File: src/rtl/nn_pkg.sv
// Shared types and helpers for the neural-navigator neuron datapath.
package nn_pkg;

    typedef enum logic [1:0] {
        IDLE   = 2'd0,
        ACCUM  = 2'd1,
        OUTPUT = 2'd2
    } nn_mac_state_t;

    localparam int NN_DATA_W = 8;
    localparam int NN_ACC_W  = 20;

    typedef struct packed {
        logic signed [63:0] val;
        logic               sat;
    } sat_res_t;

    // Clamp a wide signed value into a width-bit signed range.
    function automatic sat_res_t sat_narrow(
        input logic signed [63:0] v,
        input int                 w
    );
        sat_res_t           r;
        logic signed [63:0] hi;
        logic signed [63:0] lo;
        hi = (64'sd1 <<< (w - 1)) - 64'sd1;
        lo = -hi - 64'sd1;
        r.sat = 1'b1;
        if (v > hi) begin
            r.val = hi;
        end else if (v < lo) begin
            r.val = lo;
        end else begin
            r.val = v;
            r.sat = 1'b0;
        end
        return r;
    endfunction

endpackage

File: src/rtl/nn_neuron_mac_if.sv
// Input beat and output result handshakes of the neuron MAC.
interface nn_neuron_mac_if #(
    parameter int DATA_W = 8
);
    logic                     in_valid;
    logic                     in_ready;
    logic signed [DATA_W-1:0] in_x;
    logic signed [DATA_W-1:0] in_w;
    logic                     in_last;
    logic                     out_valid;
    logic                     out_ready;
    logic signed [DATA_W-1:0] out_data;
    logic                     out_sat;

    modport slave (
        input  in_valid, in_x, in_w, in_last, out_ready,
        output in_ready, out_valid, out_data, out_sat
    );

    modport master (
        output in_valid, in_x, in_w, in_last, out_ready,
        input  in_ready, out_valid, out_data, out_sat
    );
endinterface

File: src/rtl/nn_sat.sv
// Signed saturator from IN_W down to OUT_W bits with overflow flag.
module nn_sat #(
    parameter int IN_W  = 21,
    parameter int OUT_W = 8
) (
    input  logic signed [IN_W-1:0]  in_i,
    output logic signed [OUT_W-1:0] out_o,
    output logic                    sat_o
);
    logic [IN_W-OUT_W:0] hi;

    assign hi    = in_i[IN_W-1:OUT_W-1];
    assign sat_o = !((&hi) || !(|hi));
    assign out_o = sat_o
        ? {in_i[IN_W-1], {(OUT_W-1){~in_i[IN_W-1]}}}
        : in_i[OUT_W-1:0];
endmodule

File: src/rtl/nn_neuron_mac.sv
// Serial signed MAC neuron with bias, shift and saturation.
// Define NN_NEURON_RELU_EN to clamp negative results to zero.
module nn_neuron_mac
    import nn_pkg::*;
#(
    parameter int DATA_W   = NN_DATA_W,
    parameter int ACC_W    = NN_ACC_W,
    parameter int N_INPUTS = 4,
    parameter int SHIFT    = 4
) (
    input  logic                     clk,
    input  logic                     rst,
    input  logic                     bias_we,
    input  logic signed [DATA_W-1:0] bias_in,
    nn_neuron_mac_if.slave           io
);
    localparam int CNT_W = $clog2(N_INPUTS + 1);

    nn_mac_state_t state_q, state_d;

    logic signed [ACC_W-1:0]    acc_q;
    logic [CNT_W-1:0]           cnt_q;
    logic signed [DATA_W-1:0]   bias_q;
    logic                       sticky_q;
    logic signed [DATA_W-1:0]   out_data_q;
    logic                       out_sat_q;

    logic                       in_rdy;
    logic                       out_vld;
    logic                       accept;
    logic                       fin;
    logic                       ovf;
    logic                       res_sat;
    logic signed [2*DATA_W-1:0] prod;
    logic signed [ACC_W-1:0]    base;
    logic signed [ACC_W-1:0]    acc_d;
    logic signed [ACC_W:0]      biased;
    logic signed [ACC_W:0]      shifted;
    logic signed [DATA_W-1:0]   res_clip;
    logic signed [DATA_W-1:0]   res;
    sat_res_t                   acc_s;

    assign prod   = io.in_x * io.in_w;
    assign accept = io.in_valid & in_rdy;
    assign fin    = accept & (io.in_last |
                    (cnt_q == CNT_W'(N_INPUTS - 1)));

    // First beat starts from zero; later beats clamp, never wrap.
    always_comb begin
        base    = (state_q == ACCUM) ? acc_q : '0;
        acc_s   = sat_narrow(64'(base) + 64'(prod), ACC_W);
        acc_d   = acc_s.val[ACC_W-1:0];
        ovf     = acc_s.sat;
        biased  = (ACC_W+1)'(acc_d) + (ACC_W+1)'(bias_q);
        shifted = biased >>> SHIFT;
    end

    nn_sat #(
        .IN_W  (ACC_W + 1),
        .OUT_W (DATA_W)
    ) u_sat (
        .in_i  (shifted),
        .out_o (res_clip),
        .sat_o (res_sat)
    );

`ifdef NN_NEURON_RELU_EN
    assign res = res_clip[DATA_W-1] ? '0 : res_clip;
`else
    assign res = res_clip;
`endif

    always_ff @(posedge clk) begin
        if (rst) state_q <= IDLE;
        else     state_q <= state_d;
    end

    always_comb begin
        state_d = state_q;
        unique case (state_q)
            IDLE:    if (accept) state_d = fin ? OUTPUT : ACCUM;
            ACCUM:   if (fin) state_d = OUTPUT;
            OUTPUT:  if (io.out_ready) state_d = IDLE;
            default: state_d = IDLE;
        endcase
    end

    always_comb begin
        in_rdy  = (state_q != OUTPUT);
        out_vld = (state_q == OUTPUT);
    end

    assign io.in_ready  = in_rdy;
    assign io.out_valid = out_vld;
    assign io.out_data  = out_data_q;
    assign io.out_sat   = out_sat_q;

    always_ff @(posedge clk) begin
        if (rst) begin
            acc_q      <= '0;
            cnt_q      <= '0;
            bias_q     <= '0;
            sticky_q   <= 1'b0;
            out_data_q <= '0;
            out_sat_q  <= 1'b0;
        end else begin
            if (bias_we) bias_q <= bias_in;
            if (accept) begin
                acc_q    <= acc_d;
                cnt_q    <= cnt_q + CNT_W'(1);
                sticky_q <= sticky_q | ovf;
            end
            if (fin) begin
                out_data_q <= res;
                out_sat_q  <= sticky_q | ovf | res_sat;
            end
            if (out_vld && io.out_ready) begin
                acc_q    <= '0;
                cnt_q    <= '0;
                sticky_q <= 1'b0;
            end
        end
    end
endmodule
File: src/flat_wrapper.sv
// flat-port wrapper written by rule: the top's interface ports become plain ports
module nn_neuron_mac_flat import nn_pkg::*;
#(
    parameter int DATA_W   = NN_DATA_W,
    parameter int ACC_W    = NN_ACC_W,
    parameter int N_INPUTS = 4,
    parameter int SHIFT    = 4
)
  (clk, rst, bias_we, bias_in, io_in_valid, io_in_x, io_in_w, io_in_last, io_out_ready, io_in_ready, io_out_valid, io_out_data, io_out_sat);
  nn_neuron_mac_if #(.DATA_W(DATA_W)) io_i ();
  input  logic clk;
  input  logic rst;
  input  logic bias_we;
  input  logic signed [DATA_W-1:0] bias_in;
  input wire logic [$bits(io_i.in_valid)-1:0] io_in_valid;
  input wire logic [$bits(io_i.in_x)-1:0] io_in_x;
  input wire logic [$bits(io_i.in_w)-1:0] io_in_w;
  input wire logic [$bits(io_i.in_last)-1:0] io_in_last;
  input wire logic [$bits(io_i.out_ready)-1:0] io_out_ready;
  output wire logic [$bits(io_i.in_ready)-1:0] io_in_ready;
  output wire logic [$bits(io_i.out_valid)-1:0] io_out_valid;
  output wire logic [$bits(io_i.out_data)-1:0] io_out_data;
  output wire logic [$bits(io_i.out_sat)-1:0] io_out_sat;
  assign io_i.in_valid = io_in_valid;
  assign io_i.in_x = io_in_x;
  assign io_i.in_w = io_in_w;
  assign io_i.in_last = io_in_last;
  assign io_i.out_ready = io_out_ready;
  assign io_in_ready = io_i.in_ready;
  assign io_out_valid = io_i.out_valid;
  assign io_out_data = io_i.out_data;
  assign io_out_sat = io_i.out_sat;
  nn_neuron_mac #(.DATA_W(DATA_W), .ACC_W(ACC_W), .N_INPUTS(N_INPUTS), .SHIFT(SHIFT)) u_core (.clk(clk), .rst(rst), .bias_we(bias_we), .bias_in(bias_in), .io(io_i));
endmodule
File: config.mk
export PLATFORM = sky130hd
export DESIGN_NAME = nn_neuron_mac_flat
export DESIGN_NICKNAME = d
export VERILOG_FILES = /design/src/rtl/nn_pkg.sv /design/src/rtl/nn_neuron_mac_if.sv /design/src/rtl/nn_sat.sv /design/src/rtl/nn_neuron_mac.sv /design/src/flat_wrapper.sv
export SDC_FILE = /design/constraint.sdc
export NUM_CORES = 1
export LEC_CHECK = 0
export ABC_CLOCK_PERIOD_IN_PS = 10200
export CAP_MARGIN = 15
export CORE_MARGIN = 4
export CORE_UTILIZATION = 55
export CTS_BUF_LIST = sky130_fd_sc_hd__clkbuf_8 sky130_fd_sc_hd__clkbuf_16
export DETAILED_ROUTE_END_ITERATION = 6
export PLACE_DENSITY = 0.83
export SLEW_MARGIN = 20
export SYNTH_ARGS = -nofsm -noshare
export SYNTH_HDL_FRONTEND = slang
export SYNTH_SLANG_ARGS = --single-unit
export TNS_END_PERCENT = 100
File: constraint.sdc
create_clock -name clk -period 10.2 [get_ports clk]
set_input_delay 1.02 -clock clk [delete_from_list [all_inputs] [get_ports clk]]
set_output_delay 1.02 -clock clk [all_outputs]
set_load 0.05 [all_outputs]
Word level (Yosys, flattened, before mapping)

Cells that the tools add are included.

Register bits after elaboration: 43
Bits in latches: 0
Memory bits (writable): 0
Bits in read-only memories: 0
Input port bits: 30
Output and inout bits: 11
Logic and storage cells: 46
Memories kept: 0

$add $sub $neg: 3
Multipliers: 1
Div/mod/pow operators: 0
$lt $le $gt $ge: 2
Equal/unequal tests: 7
Shift operators: 0
Muxes and demuxes: 11
Bitwise gates (word level): 6
Reductions and logical operators: 9

Operators by type and width:

| operator                                                         | count |
|---|---|
| two-way mux 20 bit                                               | 3 |
| adder 20 x 16 -> 21 bit                                          | 1 |
| adder 20 x 8 -> 21 bit                                           | 1 |
| greater-than comparator 21 x 20 -> 1 bit (second input constant) | 1 |
| less-than comparator 21 x 20 -> 1 bit (second input constant)    | 1 |
| multiplier 8 x 8 -> 16 bit                                       | 1 |
| AND reduction 10 bit                                             | 1 |
| OR reduction 10 bit                                              | 1 |
| two-way mux 2 bit                                                | 4 |
| two-way mux 8 bit                                                | 1 |
| one-hot mux 2 bit (3 select lines)                               | 1 |
| != test 2 x 1 -> 1 bit (second input constant)                   | 2 |
| != test 2 bit (second input constant)                            | 2 |
| adder 3 x 1 -> 3 bit (second input constant)                     | 1 |
| == test 3 x 2 -> 1 bit (second input constant)                   | 1 |
| OR 1 bit                                                         | 3 |
| AND reduction 3 bit                                              | 1 |
| bitwise AND 1 bit                                                | 2 |
| == test 2 x 1 -> 1 bit (second input constant)                   | 1 |
| == test 2 bit (second input constant)                            | 1 |
| zero test 1 bit                                                  | 2 |
| zero test 2 bit                                                  | 1 |
| two-way mux 1 bit                                                | 2 |
| OR reduction 2 bit                                               | 1 |
| 3 further kinds                                                  | 3 |

Longest topological paths before layout

Gate-level depths: netlist of the first run.

Word-level depth: 12
Mapped depth: 37
Depth with buffers taken out: 35

Hierarchy

From an unflattened synthesis of the first run, not the netlist that was laid out.

Cell total of the unflattened synthesis: 753
Area total of the unflattened synthesis: 6,581.3 µm²

Modules (own cells, without submodules):

| module        | instances | cells each | area an instance (µm²) | seq. area each (µm²) |
|---|---|---|---|---|
| nn_neuron_mac | 1         | 727        | 6,392.4                | 860.8 |
| nn_sat        | 1         | 26         | 188.9                  | 0.0 |

Worst setup path before layout of the first run

No wires, ideal clock.

Path type: input -> register
Start: input port io_in_x[7]
End: register u_core.out_data_q[0] (netlist: u_core.io.out_data[0])
Setup time: 0.091 ns
Arrival: 9.070 ns
Data required time: 10.109 ns
Setup slack: 1.039 ns
Stages on the path: 31
Buffers on the path: 2
Cell sequence: and2_1 inv_1 fa_1 inv_1 fa_1 fa_1 fa_1 fa_1 ha_1 o211a_1 o31ai_1 a31oi_1 a21o_2 xnor2_2 nor2_1 clkbuf_1 nor2_1 ha_1 clkbuf_1 a21o_1 a21o_1 a21oi_1 a21oi_1 or3_1 nor2_1 a22oi_2 a311o_2 xnor2_2 o41ai_4 nand2_1 a311oi_1

Word-level cells in the longest chain between the ends: 10
Elaborated cells between the ends (all ways): 13
Classes of those cells: add/sub (2); mul (1); order compare (2); mux (3); bitwise (1); reduce/logical (4)

RTL lines:

| item                                  | line                 | text |
|---|---|---|
| from (decl)                           | flat_wrapper.sv:16   | `input wire logic [$bits(io_i.in_x)-1:0] io_in_x;` |
| multiplier 8 x 8 -> 16 bit (*)        | nn_neuron_mac.sv:43  | `assign prod = io.in_x * io.in_w;` |
| adder 20 x 16 -> 21 bit (*)           | nn_neuron_mac.sv:51  | `acc_s = sat_narrow(64'(base) + 64'(prod), ACC_W);` |
| less-than comparator 21 x 20 -> 1 bit | nn_pkg.sv:31         | `end else if (v < lo) begin` |
| two-way mux 20 bit                    | nn_pkg.sv:31         |  |
| two-way mux 20 bit (*)                | nn_pkg.sv:29         | `if (v > hi) begin` |
| net u_core.acc_d[4]                   | nn_neuron_mac.sv:36  | `logic signed [ACC_W-1:0] acc_d;` |
| adder 20 x 8 -> 21 bit (*)            | nn_neuron_mac.sv:54  | `biased = (ACC_W+1)'(acc_d) + (ACC_W+1)'(bias_q);` |
| OR reduction 10 bit                   | nn_sat.sv:13         | `assign sat_o = !((&hi) \|\| !(\|hi));` |
| zero test 1 bit                       | nn_sat.sv:13         |  |
| logical OR 1 bit                      | nn_sat.sv:13         |  |
| two-way mux 8 bit (*)                 | nn_sat.sv:15         | `? {in_i[IN_W-1], {(OUT_W-1){~in_i[IN_W-1]}}}` |
| to (signal assigned)                  | nn_neuron_mac.sv:114 | `out_data_q <= res;` |
| to (decl)                             | nn_neuron_mac.sv:25  | `logic signed [DATA_W-1:0] out_data_q;` |

Mark *: on every way through the listed nets, which the timed path passes. The rest lies on a longest branch.
A chain may end at the register's enable or synchronous reset.

Worst setup path after layout of the first run

Start: input port io_in_w[2]
End: register u_core.out_data_q[6] (netlist: u_core.io.out_data[6])

Word-level cells in the longest chain between the ends: 10
Elaborated cells between the ends (all ways): 13
Classes of those cells: add/sub (2); mul (1); order compare (2); mux (3); bitwise (1); reduce/logical (4)

RTL lines:

| item                                  | line                | text |
|---|---|---|
| from (decl)                           | flat_wrapper.sv:17  | `input wire logic [$bits(io_i.in_w)-1:0] io_in_w;` |
| multiplier 8 x 8 -> 16 bit (*)        | nn_neuron_mac.sv:43 |  |
| adder 20 x 16 -> 21 bit (*)           | nn_neuron_mac.sv:51 |  |
| less-than comparator 21 x 20 -> 1 bit | nn_pkg.sv:31        |  |
| two-way mux 20 bit                    | nn_pkg.sv:31        |  |
| two-way mux 20 bit (*)                | nn_pkg.sv:29        |  |
| net u_core.acc_d[5]                   | nn_neuron_mac.sv:36 |  |
| adder 20 x 8 -> 21 bit (*)            | nn_neuron_mac.sv:54 |  |
| OR reduction 10 bit                   | nn_sat.sv:13        |  |
| zero test 1 bit                       | nn_sat.sv:13        |  |
| logical OR 1 bit                      | nn_sat.sv:13        |  |
| two-way mux 8 bit (*)                 | nn_sat.sv:15        |  |

Marked as above.

==> metrics.txt, run 1 <==
# TYPE chip_impl_metric gauge
chip_impl_info{name="outcome",value="finished, final reports clean"} 1
chip_impl_metric{name="total_iterations_of_the_first_detailed_routing_run",unit=""} 5
chip_impl_metric{name="max-clock-path-buffers",unit=""} 2
chip_impl_metric{name="drt-initial-drc-count",unit=""} 299
chip_impl_metric{name="post_cts_hold_buffer_count",unit=""} 0
chip_impl_metric{name="grt_use_total",unit="%"} 22.60
chip_impl_info{name="crit-reg2reg-capture",value="u_core.io.out_data[6]$_SDFFE_PP0P_"} 1
chip_impl_metric{name="hold_viol_final",unit=""} 0
chip_impl_info{name="timing.hold.worst.class",value="reg -> reg"} 1
chip_impl_metric{name="num-nets-final",unit=""} 1021
chip_impl_metric{name="layout_worst_path_cycle_share",unit="%"} 94.13
chip_impl_metric{name="wl_per_cell",unit="microns"} 15.50
chip_impl_metric{name="cts_inserted_buffers",unit=""} 5
chip_impl_metric{name="grt_antenna_before_repair",unit=""} 0
chip_impl_metric{name="detailroute.via_count",unit=""} 5664
chip_impl_metric{name="clock_latency",unit="ns"} 0.29
chip_impl_metric{name="dpl.hpwl",unit="microns"} 12860
chip_impl_metric{name="area_taken_by_multi_input_logic_gates",unit="sq um"} 5558
chip_impl_info{name="synth_ff_type",value="sky130_fd_sc_hd__dfxtp_1"} 1
chip_impl_metric{name="cap_viol_max_count",unit=""} 0
chip_impl_metric{name="die_w",unit="microns"} 119.3
chip_impl_metric{name="ant_nets",unit=""} 0
chip_impl_metric{name="totalNegativeSetupSlack",unit="ns"} 0
chip_impl_metric{name="fp.coreArea",unit="sq um"} 12060
chip_impl_info{name="yosys-top-cells-count",value="99 x sky130_fd_sc_hd__nand2_1, 92 x sky130_fd_sc_hd__fa_1, 89 x sky130_fd_sc_hd__inv_1, 69 x sky130_fd_sc_hd__ha_1, 66 x sky130_fd_sc_hd__nor2_1"} 1
chip_impl_metric{name="timing.reg2reg.worst_path_depth",unit=""} 32
chip_impl_metric{name="fillCellCount",unit=""} 994
chip_impl_metric{name="syn-instance-count",unit=""} 796
chip_impl_metric{name="synth_edf_count",unit=""} 0
chip_impl_metric{name="clock-sinks",unit=""} 43
chip_impl_metric{name="ys_warn_count",unit=""} 0
chip_impl_metric{name="wirelength",unit="microns"} 15480
chip_impl_metric{name="worst_slew_margin_rel",unit="%"} 42.23
chip_impl_metric{name="place_congestion",unit=""} 0.9721
chip_impl_info{name="cell_taking_the_most_area_after_synthesis",value="sky130_fd_sc_hd__fa_1"} 1
chip_impl_metric{name="grt_start_max_net_pins",unit=""} 26
chip_impl_metric{name="syn_to_layout_area_delta",unit="%"} 11.72
chip_impl_metric{name="mappedNetlistArea",unit="sq um"} 6810
chip_impl_metric{name="cp_slowest_stage_delay",unit="ns"} 0.71
chip_impl_info{name="critical_path.startpoint_type",value="input port"} 1
chip_impl_metric{name="port-buffer-count",unit=""} 40
chip_impl_metric{name="ioPinCount",unit=""} 41
chip_impl_metric{name="leftover_overflow_at_the_end_of_global_routing",unit=""} 0
chip_impl_metric{name="slew_violations",unit=""} 0
chip_impl_metric{name="cts_h_tree_depth",unit=""} 2
chip_impl_info{name="cts_tree",value="built"} 1
chip_impl_metric{name="initial_utilization",unit="%"} 56.46
chip_impl_info{name="unrepaired_setup_endpoints_after_global_routing",value="false"} 1
chip_impl_metric{name="synthArstFlopShare",unit="%"} 0
chip_impl_info{name="synthTopCellsByArea",value="sky130_fd_sc_hd__fa_1 27%, sky130_fd_sc_hd__ha_1 13%, sky130_fd_sc_hd__dfxtp_1 13%, sky130_fd_sc_hd__nand2_1 5.5%, sky130_fd_sc_hd__inv_1 4.9%"} 1
chip_impl_info{name="cp-end-kind",value="register"} 1
chip_impl_metric{name="path_max_fanout",unit=""} 14
chip_impl_metric{name="share_of_cells_above_drive_strength_1",unit="%"} 4.212
chip_impl_metric{name="final-setup-viol-count",unit=""} 0
chip_impl_metric{name="critical_path_required",unit="ns"} 10.39
chip_impl_info{name="crit_type",value="in -> reg"} 1
chip_impl_metric{name="register_area",unit="sq um"} 860.8
chip_impl_metric{name="worst_hold_path.num_cells",unit=""} 2
chip_impl_metric{name="yosysTopAreaCellShare",unit="%"} 27.04
chip_impl_info{name="worstHoldEndpoint",value="u_core.acc_q[10]$_SDFFE_PP0P_"} 1
chip_impl_metric{name="synth_fp_nets",unit=""} 987
chip_impl_metric{name="syn_area_per_cell",unit="sq um"} 8.556
chip_impl_metric{name="crit_arrival",unit="ns"} 9.79
chip_impl_metric{name="via_per_inst",unit=""} 5.670
chip_impl_metric{name="tightestPinTransition",unit="ns"} 0.8666
chip_impl_info{name="r2r-start",value="u_core.state_q[0]$_SDFFE_PP0P_"} 1
chip_impl_metric{name="post-route-min-period",unit="ns"} 9.601
chip_impl_metric{name="setup_slack_of_the_most_critical_reg_to_reg_path",unit="ns"} 1.48
chip_impl_info{name="critical-path-slowest-cell",value="sky130_fd_sc_hd__fa_1"} 1
chip_impl_metric{name="grt_pass1_wl",unit="microns"} 26990
chip_impl_metric{name="clkTransAtPathRegs",unit="ns"} 0.07
chip_impl_metric{name="yosysSeqAreaShare",unit="%"} 12.64
chip_impl_info{name="synth_most_common_cell",value="sky130_fd_sc_hd__nand2_1"} 1
chip_impl_metric{name="die-area",unit="sq um"} 14230
chip_impl_metric{name="route.detailed.drc",unit=""} 0
chip_impl_info{name="hold_path.startpoint",value="u_core.acc_q[10]$_SDFFE_PP0P_"} 1
chip_impl_metric{name="synth-seq-cells",unit=""} 43
chip_impl_metric{name="n_antenna_cell",unit=""} 0
chip_impl_metric{name="maxClockFrequency",unit="MHz"} 104.2
chip_impl_metric{name="worst_clock_skew",unit="ns"} 0.007316
chip_impl_metric{name="die_y",unit="microns"} 119.3
chip_impl_metric{name="first_global_vias",unit=""} 5615
chip_impl_info{name="cts.root.buffer_cell",value="sky130_fd_sc_hd__clkbuf_16"} 1
chip_impl_metric{name="synthDistinctLibCells",unit=""} 62
chip_impl_metric{name="placement_rows",unit=""} 40
==> worst max-delay path, delay by kind of cell <==
kind / cells / cell delay, ns
adder cells (fa/ha/maj): 7 / 3.33
AND/OR/NAND/NOR: 7 / 1.65
buffers and inverters: 2 / 0.77
AO/OA/AOI/OAI: 11 / 2.82
XOR/XNOR: 1 / 0.21
==> repair_timing <==
action	CTS	global route
endpoints found under the hold margin	0	0
endpoints found under the setup margin	0	8
resized for setup	0	5
setup buffers	0	0
==> routing by layer <==
metal | wire (microns) | GRT usage (%)
met1 | 7276 | 32.85
met2 | 7418 | 37.69
met3 | 653 | 1.662
met4 | 132 | 3.548
met5 | 0 | 0
==> per-stage QoR <==
stage	std cells	worst slack (ns)	hold slack, ns	instance area, sq um	utilization (%)
6_report	999	0.5988	0.4595	7609	63.08
5_1_grt	999	0.001259	0.4829	7609	63.08
4_1_cts	999	0.4300	0.4571	7580	62.84
3_5_place_dp	991	0.1732	0.4486	7407	61.41
3_3_place_gp	991	0.3444	0.4421	7407	61.41
2_1_floorplan	796	1.039	0.4317	6810	-
==> worst max-delay path by stage <==
stage | startpoint | endpoint | slack (ns) | cells after the start
floorplan | io_in_x[7] | u_core.io.out_data[0]$_SDFFE_PP0P_ | 1.04 | 31
CTS | io_in_x[7] | u_core.io.out_data[2]$_SDFFE_PP0P_ | 0.43 | 27
detailed placement | io_in_x[7] | u_core.io.out_data[2]$_SDFFE_PP0P_ | 0.17 | 27
global route | io_in_w[2] | u_core.io.out_data[6]$_SDFFE_PP0P_ | 0.001 | 28
global placement | io_in_x[7] | u_core.io.out_data[0]$_SDFFE_PP0P_ | 0.34 | 27
finish | io_in_w[2] | u_core.io.out_data[6]$_SDFFE_PP0P_ | 0.60 | 28
==> kinds of logic (layout without fill, tap and decap cells) <==
family / count (synthesis) / after routing / synth area share (%)
AO/OA/AOI/OAI: 166 / 166 / 16.26
adder cells (fa/ha/maj): 164 / 164 / 40.22
AND/OR/NAND/NOR: 268 / 268 / 18.59
multiplexers: 13 / 13 / 1.911
XOR/XNOR: 31 / 31 / 4.207
buffers and inverters: 111 / 146 / 6.173
flip-flops: 43 / 43 / 12.64
==> sequential cells by signal, indices dropped and copies added (netlist names) <==
register            cells
u_core.sticky_q         1
u_core.bias_q           8
u_core.cnt_q            3
u_core.io.out_data      8
u_core.state_q          2
u_core.io.out_sat       1
u_core.acc_q           20
==> placed cells by master (no fill, tap or decap), types with 17 or more instances in the layout <==
master	n
sky130_fd_sc_hd__a21oi_1	61
sky130_fd_sc_hd__inv_1	89
sky130_fd_sc_hd__fa_1	92
sky130_fd_sc_hd__clkdlybuf4s50_1	40
sky130_fd_sc_hd__dfxtp_1	43
sky130_fd_sc_hd__xnor2_1	17
sky130_fd_sc_hd__nand2_1	99
sky130_fd_sc_hd__nor2_1	64
sky130_fd_sc_hd__ha_1	69
sky130_fd_sc_hd__and2_1	47
sky130_fd_sc_hd__o21ai_0	23
==> final cells by class <==
type | count | area share [%]
Multi-Input combinational cell | 642 | 73.05
Clock inverter | 3 | 0.6249
Sequential cell | 43 | 11.31
Clock buffer | 5 | 1.644
Inverter | 91 | 4.489
Tap cell | 168 | 2.763
Timing Repair Buffer | 47 | 6.117
Power of run 1 is not shown: default switching activity piles up to over one toggle a cycle in this logic, so the estimate is an artifact.
==> run 2, diff against run 1 <==
--- a/config.mk
+++ b/config.mk
@@ -5,13 +5,14 @@
 export SDC_FILE = /design/constraint.sdc
 export NUM_CORES = 1
 export LEC_CHECK = 0
+export ABC_AREA = 1
 export ABC_CLOCK_PERIOD_IN_PS = 10200
 export CAP_MARGIN = 15
 export CORE_MARGIN = 4
 export CORE_UTILIZATION = 55
 export CTS_BUF_LIST = sky130_fd_sc_hd__clkbuf_8 sky130_fd_sc_hd__clkbuf_16
 export DETAILED_ROUTE_END_ITERATION = 6
-export PLACE_DENSITY = 0.83
+export PLACE_DENSITY = 0.82
 export SLEW_MARGIN = 20
 export SYNTH_ARGS = -nofsm -noshare
 export SYNTH_HDL_FRONTEND = slang
==> run 2 against run 1 <==
Area after synthesis rose by 2.7%. Register-to-register slack improved by 0.34 ns. Global-route usage fell by 0.80 points. Sequential cell count did not move. Maximum frequency rose by 7.3%. Count of clock-buffer cells in the layout did not move. Critical path type unchanged.
==> metrics.txt, run 2 <==
# TYPE chip_impl_metric gauge
chip_impl_metric{name="clock-sinks",unit=""} 43
chip_impl_metric{name="wl_per_cell",unit="microns"} 12.89
chip_impl_metric{name="hold_viol_final",unit=""} 0
chip_impl_metric{name="die_w",unit="microns"} 120.8
chip_impl_metric{name="cap_viol_max_count",unit=""} 0
chip_impl_metric{name="synth_compound_gate_area_share",unit="%"} 11.09
chip_impl_metric{name="post_cts.resized_instances",unit=""} 0
chip_impl_metric{name="synth-seq-cells",unit=""} 43
chip_impl_metric{name="drt-initial-drc-count",unit=""} 380
chip_impl_metric{name="clock_latency",unit="ns"} 0.29
chip_impl_metric{name="place_congestion",unit=""} 0.9296
chip_impl_metric{name="mappedNetlistArea",unit="sq um"} 6994
chip_impl_metric{name="crit_arrival",unit="ns"} 9.17
chip_impl_metric{name="slew_violations",unit=""} 0
chip_impl_info{name="synthTopCellsByArea",value="sky130_fd_sc_hd__fa_1 26%, sky130_fd_sc_hd__ha_1 12%, sky130_fd_sc_hd__dfxtp_1 12%, sky130_fd_sc_hd__nand2_1 12%, sky130_fd_sc_hd__inv_1 11%"} 1
chip_impl_metric{name="grt_start_max_net_pins",unit=""} 37
chip_impl_metric{name="layout_worst_path_cycle_share",unit="%"} 87.73
chip_impl_metric{name="placement_rows",unit=""} 40
chip_impl_metric{name="clkTransAtPathRegs",unit="ns"} 0.06
chip_impl_metric{name="critical_path_required",unit="ns"} 10.42
chip_impl_metric{name="cts_h_tree_depth",unit=""} 2
chip_impl_metric{name="maxClockFrequency",unit="MHz"} 111.8
chip_impl_metric{name="synthArstFlopShare",unit="%"} 0
chip_impl_info{name="cell_taking_the_most_area_after_synthesis",value="sky130_fd_sc_hd__fa_1"} 1
chip_impl_metric{name="post_synth_mux_area_share",unit="%"} 0
chip_impl_metric{name="tightestPinTransition",unit="ns"} 0.8726
chip_impl_metric{name="post_cts_hold_buffer_count",unit=""} 0
chip_impl_metric{name="yosysTopAreaCellShare",unit="%"} 26.33
chip_impl_metric{name="initial_utilization",unit="%"} 57.27
chip_impl_metric{name="ant_nets",unit=""} 0
chip_impl_metric{name="path_max_fanout",unit=""} 20
chip_impl_info{name="r2r-start",value="u_core.state_q[0]$_SDFFE_PP0P_"} 1
chip_impl_metric{name="n_antenna_cell",unit=""} 0
chip_impl_info{name="cp-end-kind",value="register"} 1
chip_impl_metric{name="fillCellCount",unit=""} 1104
chip_impl_metric{name="cts_inserted_buffers",unit=""} 5
chip_impl_metric{name="total_iterations_of_the_first_detailed_routing_run",unit=""} 5
chip_impl_metric{name="final-setup-viol-count",unit=""} 0
chip_impl_metric{name="syn_to_layout_area_delta",unit="%"} 10.14
chip_impl_metric{name="ys_warn_count",unit=""} 0
chip_impl_info{name="worstSetupStartpoint",value="io_in_x[7]"} 1
chip_impl_metric{name="route.detailed.drc",unit=""} 0
chip_impl_info{name="critical-path-slowest-cell",value="sky130_fd_sc_hd__clkdlybuf4s50_1"} 1
chip_impl_metric{name="die_y",unit="microns"} 120.8
chip_impl_metric{name="yosysSeqAreaShare",unit="%"} 12.31
chip_impl_metric{name="post-route-min-period",unit="ns"} 8.949
chip_impl_metric{name="postCtsSetupRepairBufs",unit=""} 0
chip_impl_metric{name="max-clock-path-buffers",unit=""} 2
chip_impl_info{name="max_flop_register",value="u_core.acc_q"} 1
chip_impl_metric{name="fp.coreArea",unit="sq um"} 12210
chip_impl_metric{name="pre_cts_slack",unit="ns"} 1.103
chip_impl_info{name="outcome",value="finished, final reports clean"} 1
chip_impl_info{name="yosys-top-cells-count",value="219 x sky130_fd_sc_hd__nand2_1, 201 x sky130_fd_sc_hd__inv_1, 92 x sky130_fd_sc_hd__fa_1, 87 x sky130_fd_sc_hd__nor2_1, 69 x sky130_fd_sc_hd__ha_1"} 1
chip_impl_info{name="critical_path.startpoint_type",value="input port"} 1
chip_impl_metric{name="syn-instance-count",unit=""} 972
chip_impl_metric{name="synth_fp_nets",unit=""} 1163
chip_impl_metric{name="first_global_vias",unit=""} 5883
chip_impl_metric{name="share_of_cells_above_drive_strength_1",unit="%"} 3.722
chip_impl_info{name="main_combinational_cell_family_by_area_after_synthesis",value="adder cells"} 1
chip_impl_metric{name="worst_clock_skew",unit="ns"} 0.005752
chip_impl_metric{name="grt_antenna_before_repair",unit=""} 0
chip_impl_metric{name="num-nets-final",unit=""} 1184
chip_impl_metric{name="wirelength",unit="microns"} 14980
chip_impl_info{name="layout_commonest_cell",value="sky130_fd_sc_hd__nand2_1"} 1
chip_impl_metric{name="post_synth_xor_xnor_area",unit="%"} 2.737
chip_impl_metric{name="layout_setup_ws",unit="ns"} 1.251
chip_impl_info{name="unrepaired_setup_endpoints_after_global_routing",value="false"} 1
chip_impl_metric{name="register_area",unit="sq um"} 860.8
chip_impl_info{name="most-common-layout-cells",value="219 x sky130_fd_sc_hd__nand2_1, 201 x sky130_fd_sc_hd__inv_1, 92 x sky130_fd_sc_hd__fa_1"} 1
chip_impl_info{name="timing.hold.worst.class",value="reg -> reg"} 1
chip_impl_metric{name="port-buffer-count",unit=""} 40
chip_impl_info{name="cts_tree",value="built"} 1
chip_impl_metric{name="synth_edf_count",unit=""} 0
chip_impl_metric{name="totalNegativeSetupSlack",unit="ns"} 0
chip_impl_info{name="cts.root.buffer_cell",value="sky130_fd_sc_hd__clkbuf_16"} 1
chip_impl_info{name="hold_path.startpoint",value="u_core.cnt_q[0]$_SDFFE_PP0P_"} 1
chip_impl_metric{name="ioPinCount",unit=""} 41
chip_impl_metric{name="area_taken_by_multi_input_logic_gates",unit="sq um"} 5270
chip_impl_info{name="crit_type",value="in -> reg"} 1
chip_impl_metric{name="synth_fa_ha_area_share",unit="%"} 38.68
chip_impl_metric{name="cp_slowest_stage_delay",unit="ns"} 0.64
chip_impl_metric{name="grt_use_total",unit="%"} 21.79
chip_impl_metric{name="via_per_inst",unit=""} 5.096
chip_impl_metric{name="detailroute.via_count",unit=""} 5922
chip_impl_metric{name="largest_reg_flops",unit=""} 20
chip_impl_metric{name="die-area",unit="sq um"} 14590
chip_impl_metric{name="leftover_overflow_at_the_end_of_global_routing",unit=""} 0
chip_impl_metric{name="dpl.hpwl",unit="microns"} 12800
chip_impl_info{name="synth_most_common_cell",value="sky130_fd_sc_hd__nand2_1"} 1
chip_impl_metric{name="syn_area_per_cell",unit="sq um"} 7.196
chip_impl_metric{name="worst_slew_margin_rel",unit="%"} 41.47
chip_impl_metric{name="simple_gate_portion_of_the_synthesized_area",unit="%"} 22.84
chip_impl_info{name="synth_ff_type",value="sky130_fd_sc_hd__dfxtp_1"} 1
chip_impl_metric{name="worst_hold_slack",unit="ns"} 0.4580
chip_impl_metric{name="grt_pass1_wl",unit="microns"} 26590
chip_impl_metric{name="synthDistinctLibCells",unit=""} 34
-- run 2: layout make-up --
type / instances / area share (%)
clock buffer: 5 / 1.624
timing repair buffer: 41 / 5.295
sequential: 43 / 11.17
clock inverter: 3 / 0.8771
inverter: 203 / 9.891
multi-input combinational: 699 / 68.41
tap: 168 / 2.729
-- run 2: stage by stage --
step	utilization (%)	instances	instance area (sq um)
final	63.08	1162	7704
after global routing	63.08	1162	7704
after CTS	63.08	1162	7704
after detailed placement	61.51	1154	7511
after global placement	61.51	1154	7511
after floorplan	-	972	6994
-- run 2: worst paths after layout --
check / endpoint / slack [ns] / depth (start not counted)
worst max-delay path: u_core.io.out_data[3]$_SDFFE_PP0P_ / 1.25 / 32
worst min-delay path: u_core.cnt_q[0]$_SDFFE_PP0P_ / 0.46 / 1
worst max register to register: u_core.io.out_data[3]$_SDFFE_PP0P_ / 1.82 / 33
worst min register to register: u_core.cnt_q[0]$_SDFFE_PP0P_ / 0.46 / 1
-- run 2: worst max-delay path, delay by kind of cell --
kind                       cells  cell delay (ns)
adders and majority gates      7             3.02
buffers and inverters          4             1.31
and+or+nand+nor               14             2.39
AOI/OAI and AO/OA              7             1.39
-- run 2: per-layer routing --
layer  up-vias  GRT usage (%)  part of all wire [%]
li1       3016              -                     -
met5         -              0                     0
met1      2788          30.13                    45
met2       107          37.62                    50
met3        11          1.871                   3.4
met4         0          4.320                   1.1
-- run 2: kinds of logic (layout without fill, tap and decap cells) --
kind of cell,after synthesis,after routing
AND/OR/NAND/NOR,374,374
adder cells (fa/ha/maj),161,161
XOR/XNOR,21,21
flip-flops,43,43
buffers and inverters,230,252
AO/OA/AOI/OAI,143,143
Power of run 2 is left out for the same reason.
==> run 3, diff against run 2 <==
--- a/config.mk
+++ b/config.mk
@@ -12,9 +12,10 @@
 export CORE_UTILIZATION = 55
 export CTS_BUF_LIST = sky130_fd_sc_hd__clkbuf_8 sky130_fd_sc_hd__clkbuf_16
 export DETAILED_ROUTE_END_ITERATION = 6
-export PLACE_DENSITY = 0.82
+export PLACE_DENSITY = 0.83
 export SLEW_MARGIN = 20
 export SYNTH_ARGS = -nofsm -noshare
 export SYNTH_HDL_FRONTEND = slang
+export SYNTH_HIERARCHICAL = 1
 export SYNTH_SLANG_ARGS = --single-unit
 export TNS_END_PERCENT = 100
==> run 3 against run 2 <==
Global-route usage up 0.52 points. Clock skew down 0.0024 ns. Routed wire length up 1.1%. Critical path depth up 5. Non-clock buffer count unchanged. Via count unchanged. Worst hold slack worse by 0.0013 ns. Sequential share of layout area up 0.10 points. Area after synthesis down 0.48%. Final cell count down 0.52%. Die area down 0.46%. Sequential cell count unchanged. Critical path type unchanged.
==> metrics.txt, run 3 <==
# TYPE chip_impl_metric gauge
chip_impl_metric{name="hold_viol_final",unit=""} 0
chip_impl_metric{name="ys_warn_count",unit=""} 6
chip_impl_info{name="cell_taking_the_most_area_after_synthesis",value="sky130_fd_sc_hd__fa_1"} 1
chip_impl_metric{name="setup_slack_of_the_most_critical_reg_to_reg_path",unit="ns"} 1.64
chip_impl_info{name="unrepaired_setup_endpoints_after_global_routing",value="false"} 1
chip_impl_info{name="synthTopCellsByArea",value="sky130_fd_sc_hd__fa_1 26%, sky130_fd_sc_hd__ha_1 12%, sky130_fd_sc_hd__dfxtp_1 12%, sky130_fd_sc_hd__nand2_1 12%, sky130_fd_sc_hd__inv_1 11%"} 1
chip_impl_metric{name="synth_edf_count",unit=""} 0
chip_impl_metric{name="clkTransAtPathRegs",unit="ns"} 0.06
chip_impl_metric{name="cts_inserted_buffers",unit=""} 5
chip_impl_info{name="crit_type",value="in -> reg"} 1
chip_impl_metric{name="critical_path_required",unit="ns"} 10.39
chip_impl_metric{name="synthArstFlopShare",unit="%"} 0
chip_impl_info{name="timing.hold.worst.class",value="reg -> reg"} 1
chip_impl_metric{name="wirelength",unit="microns"} 15150
chip_impl_metric{name="die_w",unit="microns"} 120.5
chip_impl_metric{name="n_antenna_cell",unit=""} 0
chip_impl_metric{name="initial_utilization",unit="%"} 57.00
chip_impl_metric{name="layout_worst_path_cycle_share",unit="%"} 90.09
chip_impl_metric{name="totalNegativeSetupSlack",unit="ns"} 0
chip_impl_metric{name="worst_clock_skew",unit="ns"} 0.003385
chip_impl_info{name="cts_tree",value="built"} 1
chip_impl_metric{name="final-setup-viol-count",unit=""} 0
chip_impl_metric{name="grt_use_total",unit="%"} 22.32
chip_impl_metric{name="route.detailed.drc",unit=""} 0
chip_impl_metric{name="post_cts.resized_instances",unit=""} 0
chip_impl_metric{name="fp.coreArea",unit="sq um"} 12210
chip_impl_info{name="synth_ff_type",value="sky130_fd_sc_hd__dfxtp_1"} 1
chip_impl_info{name="max_flop_register",value="u_core/acc_q"} 1
chip_impl_metric{name="grt_antenna_before_repair",unit=""} 0
chip_impl_info{name="crit_top_cell",value="sky130_fd_sc_hd__nand2_1"} 1
chip_impl_metric{name="first_global_vias",unit=""} 5978
chip_impl_info{name="cp-end-kind",value="register"} 1
chip_impl_metric{name="grt_start_max_net_pins",unit=""} 38
chip_impl_metric{name="post_cts_hold_buffer_count",unit=""} 0
chip_impl_metric{name="synth_fp_nets",unit=""} 1159
chip_impl_metric{name="postCtsSetupRepairBufs",unit=""} 0
chip_impl_metric{name="mappedNetlistArea",unit="sq um"} 6960
chip_impl_metric{name="tightestPinTransition",unit="ns"} 1.011
chip_impl_metric{name="register_area",unit="sq um"} 860.8
chip_impl_metric{name="dpl.hpwl",unit="microns"} 12900
chip_impl_info{name="outcome",value="finished, final reports clean"} 1
chip_impl_metric{name="clock_latency",unit="ns"} 0.29
chip_impl_metric{name="port-buffer-count",unit=""} 40
chip_impl_metric{name="cts_h_tree_depth",unit=""} 2
chip_impl_metric{name="wl_per_cell",unit="microns"} 13.10
chip_impl_metric{name="ioPinCount",unit=""} 41
chip_impl_metric{name="dp_cells",unit=""} 1148
chip_impl_metric{name="die_y",unit="microns"} 120.5
chip_impl_metric{name="cp_slowest_stage_delay",unit="ns"} 0.66
chip_impl_info{name="critical_path.startpoint_type",value="input port"} 1
chip_impl_metric{name="via_per_inst",unit=""} 5.123
chip_impl_metric{name="ant_nets",unit=""} 0
chip_impl_metric{name="syn-instance-count",unit=""} 968
chip_impl_metric{name="detailroute.via_count",unit=""} 5922
chip_impl_metric{name="total_iterations_of_the_first_detailed_routing_run",unit=""} 7
chip_impl_metric{name="drt-initial-drc-count",unit=""} 339
chip_impl_info{name="layout_commonest_cell",value="sky130_fd_sc_hd__nand2_1"} 1
chip_impl_metric{name="maxClockFrequency",unit="MHz"} 108.8
chip_impl_metric{name="area_taken_by_multi_input_logic_gates",unit="sq um"} 5241
chip_impl_metric{name="placement_rows",unit=""} 40
chip_impl_info{name="most-common-layout-cells",value="223 x sky130_fd_sc_hd__nand2_1, 196 x sky130_fd_sc_hd__inv_1, 92 x sky130_fd_sc_hd__fa_1"} 1
chip_impl_metric{name="grt_pass1_wl",unit="microns"} 27030
chip_impl_metric{name="num-nets-final",unit=""} 1178
chip_impl_metric{name="max-clock-path-buffers",unit=""} 2
chip_impl_metric{name="cap_viol_max_count",unit=""} 0
chip_impl_metric{name="syn_to_layout_area_delta",unit="%"} 9.653
chip_impl_metric{name="post-route-min-period",unit="ns"} 9.190
chip_impl_metric{name="stdcell_count",unit=""} 1156
chip_impl_info{name="yosys-top-cells-count",value="223 x sky130_fd_sc_hd__nand2_1, 196 x sky130_fd_sc_hd__inv_1, 92 x sky130_fd_sc_hd__fa_1, 84 x sky130_fd_sc_hd__nor2_1, 69 x sky130_fd_sc_hd__ha_1"} 1
chip_impl_metric{name="slew_violations",unit=""} 0
chip_impl_metric{name="largest_reg_flops",unit=""} 20
chip_impl_metric{name="synth-seq-cells",unit=""} 43
chip_impl_metric{name="clock-sinks",unit=""} 43
chip_impl_info{name="critical-path-slowest-cell",value="sky130_fd_sc_hd__clkdlybuf4s50_1"} 1
chip_impl_metric{name="die-area",unit="sq um"} 14520
chip_impl_info{name="cts.root.buffer_cell",value="sky130_fd_sc_hd__clkbuf_16"} 1
chip_impl_metric{name="fillCellCount",unit=""} 1113
chip_impl_metric{name="worst_slew_margin_rel",unit="%"} 32.41
chip_impl_metric{name="place_congestion",unit=""} 0.9648
chip_impl_info{name="synth_most_common_cell",value="sky130_fd_sc_hd__nand2_1"} 1
chip_impl_metric{name="yosysTopAreaCellShare",unit="%"} 26.46
chip_impl_metric{name="path_max_fanout",unit=""} 20
chip_impl_metric{name="crit_arrival",unit="ns"} 9.38
chip_impl_metric{name="leftover_overflow_at_the_end_of_global_routing",unit=""} 0
chip_impl_metric{name="share_of_cells_above_drive_strength_1",unit="%"} 4.757
chip_impl_metric{name="syn_area_per_cell",unit="sq um"} 7.191
chip_impl_metric{name="synthDistinctLibCells",unit=""} 37
chip_impl_metric{name="yosysSeqAreaShare",unit="%"} 12.37
run 3: changes by cell type after synthesis, sizes merged, moves of 3 or more:
| cell | before | now |
|---|---|---|
| nand3 | 25 | 22 |
| a21oi | 63 | 68 |
| xnor2 | 6 | 9 |
| nand3b | 6 | 1 |
| buf | 0 | 3 |
| nand2 | 236 | 246 |
| inv | 201 | 197 |
| nor3 | 7 | 3 |
run 3: worst max-delay path, delay by kind of cell:
family          cells  cell delay (ns)
fa+ha+maj           7             3.02
compound gates      7             1.59
buf+inv             6             1.44
simple gates       17             2.26
run 3: stage by stage:
step           hold slack, ns  worst slack [ns]  utilization [%]  instance area, sq um
3_3_place_gp           0.4436            0.9427            61.12                  7463
2_1_floorplan          0.4283             2.442                -                  6960
6_report               0.4567             1.010            62.50                  7632
5_1_grt                0.4736            0.2195            62.50                  7632
3_5_place_dp           0.4492            0.7710            61.12                  7463
4_1_cts                0.4584             1.087            62.50                  7632
run 3: worst paths after layout:
check / depth (start not counted) / end / from
max: 37 / u_core/io.out_sat$_SDFFE_PP0P_ / io_in_x[7]
min: 1 / u_core/cnt_q[0]$_SDFFE_PP0P_ / u_core/cnt_q[0]$_SDFFE_PP0P_
max reg2reg: 38 / u_core/io.out_sat$_SDFFE_PP0P_ / u_core/state_q[0]$_SDFFE_PP0P_
min reg2reg: 1 / u_core/cnt_q[0]$_SDFFE_PP0P_ / u_core/cnt_q[0]$_SDFFE_PP0P_
run 3: cell type report:
cell class | count | area share [%]
Multi-Input combinational cell | 698 | 68.67
Sequential cell | 43 | 11.28
Inverter | 198 | 9.738
Timing Repair Buffer | 41 | 5.344
Tap cell | 168 | 2.754
Clock buffer | 5 | 1.639
Clock inverter | 3 | 0.5738
run 3: cell families (layout without fill, tap and decap cells):
group,Yosys count,count (layout),synth area share [%]
AO/OA/AOI/OAI,142,142,10.89
adder cells (fa/ha/maj),161,161,38.86
XOR/XNOR,26,26,3.272
AND/OR/NAND/NOR,369,369,22.27
buffers and inverters,227,247,12.33
flip-flops,43,43,12.37
run 3: per-layer routing:
metal	GRT usage, %	vias up	share of wire, %	wire [microns]
li1	-	2991	-	-
met1	29.75	2797	44	6700
met2	39.54	117	51	7667
met3	3.040	17	4.1	627
met4	3.329	0	0.99	150
met5	0	-	0	0
Power of run 3 is left out for the same reason.
